**config.mk**
```make
export PLATFORM = sky130hd
export DESIGN_NAME = mips_multicycle_core
export DESIGN_NICKNAME = d
export VERILOG_FILES = /design/src/rtl/mips_multicycle_core.sv
export SDC_FILE = /design/constraint.sdc
export NUM_CORES = 2
export LEC_CHECK = 0
export CAP_MARGIN = 10
export CORE_MARGIN = 2
export CORE_UTILIZATION = 45
export CTS_BUF_LIST = sky130_fd_sc_hd__clkbuf_2 sky130_fd_sc_hd__clkbuf_4 sky130_fd_sc_hd__clkbuf_8
export DETAILED_ROUTE_END_ITERATION = 6
export PLACE_DENSITY = 0.67
export SLEW_MARGIN = 20
export SYNTH_ARGS = -nofsm -noshare
export SYNTH_HDL_FRONTEND = slang
export SYNTH_SLANG_ARGS = --single-unit
```
**constraint.sdc**
```tcl
create_clock -name clk -period 7.1 [get_ports clk]
set_clock_uncertainty 0.05 [all_clocks]
set_input_delay 1.065 -clock clk [delete_from_list [all_inputs] [get_ports clk]]
set_output_delay 1.065 -clock clk [all_outputs]
set_load 0.01 [all_outputs]
```
**src/rtl/mips_multicycle_core.sv**
```systemverilog
// mips_multicycle_core: multi-cycle MIPS32 subset core with one shared ALU.
// The instruction and data memories are external and use req/ready
// handshakes, so any number of wait states is tolerated.
// Ports:
//   clk, rst (async, active low)
//   imem_req/imem_addr/imem_rdata/imem_ready : instruction fetch handshake
//   dmem_req/dmem_we/dmem_addr/dmem_wdata/dmem_rdata/dmem_ready : data access
//   pc      : current PC (already points past the word being decoded)
//   halted  : core parked on a HALT word until reset
//   retire  : one-cycle pulse per completed instruction (registered)
//   illegal : one-cycle pulse on unsupported opcode/funct (registered)
module mips_multicycle_core #(
  parameter int          PC_W     = 8,
  parameter int unsigned RESET_PC = 0
) (
  input  logic            clk,
  input  logic            rst,
  output logic            imem_req,
  output logic [PC_W-1:0] imem_addr,
  input  logic [31:0]     imem_rdata,
  input  logic            imem_ready,
  output logic            dmem_req,
  output logic            dmem_we,
  output logic [PC_W-1:0] dmem_addr,
  output logic [31:0]     dmem_wdata,
  input  logic [31:0]     dmem_rdata,
  input  logic            dmem_ready,
  output logic [PC_W-1:0] pc,
  output logic            halted,
  output logic            retire,
  output logic            illegal
);

  typedef enum logic [2:0] {IDLE, FETCH, DECODE, EXEC, MEM, WB, HALT} state_t;

  localparam logic [5:0] OP_R = 6'h00, OP_J = 6'h02, OP_BEQ = 6'h04, OP_BNE = 6'h05,
                         OP_ADDI = 6'h08, OP_LW = 6'h23, OP_SW = 6'h2B, OP_HALT = 6'h3F;

  state_t      state, state_nx;
  logic [31:0] ir, a, b, alu_out, mdr, imm;
  logic [31:0] rf [32];
  logic        retire_nx, illegal_nx;

  logic [5:0]  op, funct;
  logic [4:0]  rs, rt, rd, shamt;
  logic        is_r, is_br, is_mem, legal, br_take;
  logic [31:0] alu_res;
  logic [4:0]  wb_dst;

  assign op    = ir[31:26];
  assign rs    = ir[25:21];
  assign rt    = ir[20:16];
  assign rd    = ir[15:11];
  assign shamt = ir[10:6];
  assign funct = ir[5:0];

  assign is_r   = (op == OP_R);
  assign is_br  = (op == OP_BEQ) || (op == OP_BNE);
  assign is_mem = (op == OP_LW) || (op == OP_SW);
  assign wb_dst = is_r ? rd : rt;
  assign br_take = (op == OP_BEQ) ? (a == b) : (a != b);

  always_comb begin
    legal = 1'b0;
    if (is_r) begin
      case (funct)
        6'h20, 6'h22, 6'h24, 6'h25, 6'h2A, 6'h00, 6'h02: legal = 1'b1;
        default: legal = 1'b0;
      endcase
    end else begin
      case (op)
        OP_ADDI, OP_LW, OP_SW, OP_BEQ, OP_BNE, OP_J, OP_HALT: legal = 1'b1;
        default: legal = 1'b0;
      endcase
    end
  end

  // Shared ALU: R-type by funct, everything else is base + sign-extended imm.
  always_comb begin
    alu_res = a + imm;
    if (is_r) begin
      case (funct)
        6'h20:   alu_res = a + b;
        6'h22:   alu_res = a - b;
        6'h24:   alu_res = a & b;
        6'h25:   alu_res = a | b;
        6'h2A:   alu_res = {31'd0, $signed(a) < $signed(b)};
        6'h00:   alu_res = b << shamt;
        6'h02:   alu_res = b >> shamt;
        default: alu_res = a + b;
      endcase
    end
  end

  always_ff @(posedge clk or negedge rst) begin
    if (!rst) state <= IDLE;
    else      state <= state_nx;
  end

  always_comb begin
    state_nx   = state;
    retire_nx  = 1'b0;
    illegal_nx = 1'b0;
    case (state)
      IDLE:   state_nx = FETCH;
      FETCH:  if (imem_ready) state_nx = DECODE;
      DECODE: begin
        if (op == OP_HALT) state_nx = HALT;
        else if (op == OP_J) begin
          retire_nx = 1'b1;
          state_nx  = FETCH;
        end else if (!legal) begin
          // unsupported words retire as NOPs so software can count them
          retire_nx  = 1'b1;
          illegal_nx = 1'b1;
          state_nx   = FETCH;
        end else state_nx = EXEC;
      end
      EXEC: begin
        if (is_br) begin
          retire_nx = 1'b1;
          state_nx  = FETCH;
        end else if (is_mem) state_nx = MEM;
        else state_nx = WB;
      end
      MEM: begin
        if (dmem_ready) begin
          if (op == OP_SW) begin
            retire_nx = 1'b1;
            state_nx  = FETCH;
          end else state_nx = WB;
        end
      end
      WB: begin
        retire_nx = 1'b1;
        state_nx  = FETCH;
      end
      HALT:    state_nx = HALT;
      default: state_nx = IDLE;
    endcase
  end

  always_ff @(posedge clk or negedge rst) begin
    if (!rst) begin
      pc      <= PC_W'(RESET_PC);
      ir      <= '0;
      a       <= '0;
      b       <= '0;
      imm     <= '0;
      alu_out <= '0;
      mdr     <= '0;
      retire  <= 1'b0;
      illegal <= 1'b0;
      for (int i = 0; i < 32; i++) rf[i] <= '0;
    end else begin
      retire  <= retire_nx;
      illegal <= illegal_nx;
      case (state)
        FETCH: if (imem_ready) begin
          ir <= imem_rdata;
          pc <= pc + PC_W'(4);
        end
        DECODE: begin
          a   <= rf[rs];
          b   <= rf[rt];
          imm <= {{16{ir[15]}}, ir[15:0]};
          if (op == OP_J) pc <= PC_W'({ir[25:0], 2'b00});
        end
        EXEC: begin
          alu_out <= alu_res;
          // pc already holds the address of the next word
          if (is_br && br_take) pc <= pc + PC_W'({imm[29:0], 2'b00});
        end
        MEM: if (dmem_ready && op == OP_LW) mdr <= dmem_rdata;
        WB:  if (wb_dst != 5'd0) rf[wb_dst] <= (op == OP_LW) ? mdr : alu_out;
        default: ;
      endcase
    end
  end

  // Requests come straight from state so reset drops them immediately.
  assign imem_req   = (state == FETCH);
  assign imem_addr  = pc;
  assign dmem_req   = (state == MEM);
  assign dmem_we    = dmem_req && (op == OP_SW);
  assign dmem_addr  = alu_out[PC_W-1:0];
  assign dmem_wdata = b;
  assign halted     = (state == HALT);

endmodule

```
==> results.json <==
{
  "status": "finished, final reports clean",
  "path_class": "flip-flop to flip-flop",
  "async_flop_share_pct": 100,
  "hold_viol_final": 0,
  "cp.required_ns": 7.85,
  "synth_top_area_cell": "dfrtp_1",
  "r2r_cells": 10,
  "synth_edf_count": 0,
  "yosysMostFrequentCell": "dfrtp_1",
  "dp.cells": 8097,
  "clock_path_buffers": 3,
  "dieArea_um2": 158000,
  "port_buffers": 125,
  "drive_gt1_share_pct": 20.9,
  "grt.overflow.total": 0,
  "combPwrFrac_pct": 45.6,
  "avgViaCountPerCell": 6.31,
  "cts.sinks": 1211,
  "synth_commonest_cells": "dfrtp_1 (1211), nand2_1 (779), o21ai_0 (716)",
  "yosysSeqAreaShare_pct": 43.5,
  "p_seq_share_pct": 33.6,
  "setup_viol": 0,
  "cap_viol_max_count": 0,
  "die_h_um": 397,
  "worst_slack_ns": 2.43,
  "p_clk_share_pct": 20.8,
  "power_density_nw_per_um2": 436,
  "grt_setup_unrepaired": "false",
  "power.leakage_nw": 32.5,
  "ir_worst_vdd_mv": 0.314,
  "synth-seq-cells": 1211,
  "synth_cells": 6478,
  "worst_r2r_endpoint": "alu_out[6]$_DFFE_PN0N_",
  "fp-row-count": 144,
  "ant_nets": 0,
  "core_um2": 154000,
  "grt_pass1_wl_mm": 351,
  "initial_utilization_pct": 45.2,
  "cts.root.buffer_cell": "clkbuf_8",
  "syn-cell-area_um2": 69600,
  "post-route-util_pct": 49.8,
  "fin_crit_ns": 4.67,
  "wl_per_cell_um": 27.8,
  "fill_cells": 13600,
  "numCtsBuffers": 199,
  "start_kind": "flip-flop",
  "dr_total_vias": 53500,
  "yosys_warnings": 0,
  "clkLatencyLatePin_ns": 0.95,
  "reg2reg_slack_ns": 2.43,
  "setup_tns_ns": 0,
  "cts_tree": "built",
  "grt_max_degree": 186,
  "power_mw": 33.4,
  "worst_slew_pin_slew_ns": 1.26,
  "timing.final.crit_share_pct": 65.8,
  "grtUsageTotal_pct": 30.0,
  "gp_congestion": 1.00,
  "p_sw_share_pct": 42.0,
  "reg2reg_from": "ir[7]$_DFFE_PN0P_",
  "yosys-top-cells-area": "dfrtp_1 (44%), mux4_2 (21%), o21ai_0 (5.1%), a21oi_1 (4.6%), nand2_1 (4.2%)",
  "ctsHoldBuffers": 0,
  "nNetsFinal": 6458,
  "ios": 130,
  "netSwitchingPower_mw": 14.0,
  "antenna_found_initial": 8,
  "drv_slew": 0,
  "wl_mm": 236,
  "drc": 0,
  "dpl.hpwl_mm": 146,
  "clk_pin_slew_ns": 0.06,
  "cts-resized-gates": 0,
  "syn_area_per_cell_um2": 10.7,
  "slew_headroom_pct": 13.6,
  "drt_iter0_drc": 5444,
  "syn_to_final_growth_pct": 10.1,
  "max_freq_mhz": 214,
  "worstPathMaxFanout": 51,
  "arrival_ns": 5.42,
  "p_int_mw": 19.4,
  "cts_setup_buffers": 0,
  "hold_class": "input port to async pin",
  "synth_top_area_share_pct": 43.5,
  "synth.distinct_cells": 93,
  "drt_first_pass_iters": 6,
  "grt_pass1_vias": 53400,
  "die_w_um": 397,
  "pre_cts_ws_ns": 2.66,
  "htreeDepth": 4,
  "cp-end-kind": "flip-flop",
  "stdcell_count": 8468,
  "synth_ff_type": "dfrtp_1"
}
## worst max path at each step
stage / start / end / slack [ns] / cells after the start
detailed placement: dmem_wdata[19]$_DFFE_PN0P_ / imem_addr[7]$_DFFE_PN0P_ / 2.66 / 12
CTS: dmem_wdata[19]$_DFFE_PN0P_ / imem_addr[7]$_DFFE_PN0P_ / 2.65 / 12
global route: dmem_wdata[19]$_DFFE_PN0P_ / imem_addr[7]$_DFFE_PN0P_ / 2.24 / 12
floorplan: dmem_wdata[1]$_DFFE_PN0P_ / alu_out[28]$_DFFE_PN0N_ / 3.85 / 12
global placement: dmem_wdata[19]$_DFFE_PN0P_ / imem_addr[7]$_DFFE_PN0P_ / 2.57 / 12
finish: ir[7]$_DFFE_PN0P_ / alu_out[6]$_DFFE_PN0N_ / 2.43 / 10
## through the flow
stage               hold WS (ns)  instance area [um2]
finish                    0.0610                76600
global route               0.112                76600
CTS                       0.0658                76600
detailed placement         0.333                72000
global placement           0.326                72000
floorplan                  0.391                69600
## flip-flops by register name (all words and copies together), names as in the netlist
| register | cells |
|---|---|
| imem_addr | 6 |
| retire | 1 |
| imm | 16 |
| ir | 32 |
| dmem_wdata | 32 |
| rf | 1024 |
| illegal | 1 |
| a | 32 |
| mdr | 32 |
| alu_out | 32 |
| state | 3 |
## cell usage in the layout, fill, tap and decap left out, drive strengths merged, types with 17 or more instances in the layout
cell type and count:
dfrtp 1211, nand2 779, o21ai 742, nor2 667
mux4 662, a21oi 642, clkbuf 313, mux2i 168
ha 132, clkdlybuf4s50 124, inv 114, buf 107
mux2 75, nor3 48, a211oi 37, nand3 36
a21o 36, clkinv 36, xnor2 32, a31oi 29
o22ai 28, o211ai 27, and3 25, nand2b 19
nor2b 18, and2 18, o221ai 17
## power groups by stage
stage	Combinational, mW	Clock (mW)	Sequential, mW
5_1_grt	16.2	7.34	11.5
3_3_place_gp	14.9	0	11.1
3_5_place_dp	15.0	0	11.3
6_report	15.2	6.95	11.2
2_1_floorplan	11.1	0	10.0
4_1_cts	15.0	7.02	11.1
## kinds of logic (layout without fill, tap and decap cells)
logic type / after synthesis / count (layout) / share of synthesized area (%)
xor+xnor: 46 / 46 / 0.579
other cells: 1 / 6 / 0.00539
simple gates: 1691 / 1691 / 9.98
compound gates: 1718 / 1718 / 13.8
flops: 1211 / 1211 / 43.5
buf+inv: 770 / 711 / 4.55
mux: 905 / 905 / 25.1
fa+ha+maj: 136 / 136 / 2.49
## per-layer routing
| metal | track usage [%] | vias to the layer above | part of all wire, % |
|---|---|---|---|
| met1 | 38.6 | 27300 | 38 |
| li1 | - | 23200 | - |
| met5 | 0 | - | 0.098 |
| met3 | 6.34 | 597 | 8.4 |
| met4 | 16.9 | 8 | 6.0 |
| met2 | 47.3 | 2420 | 47 |
## critical path: stages, from the launching register on
cell,delay [ns]
dfrtp_4,0.86
buf_12,0.36
mux2i_1,0.33
o21ai_0,0.13
buf_4,0.22
mux2i_1,0.93
o221ai_1,0.26
a21oi_1,0.45
o221ai_1,0.51
o211ai_1,0.28
a21oi_1,0.09
## cell type report
class,instances,area (um2),share of cell area [%]
Multi-Input combinational cell,4500,36500,47.6
Sequential cell,1211,30300,39.6
Clock buffer,313,3950,5.15
Tap cell,2044,2560,3.34
Timing Repair Buffer,231,2240,2.93
Clock inverter,56,598,0.781
Inverter,111,417,0.544
Antenna cell,2,5.00,0.00653
Note: power is estimated with default switching activity, not from simulation.
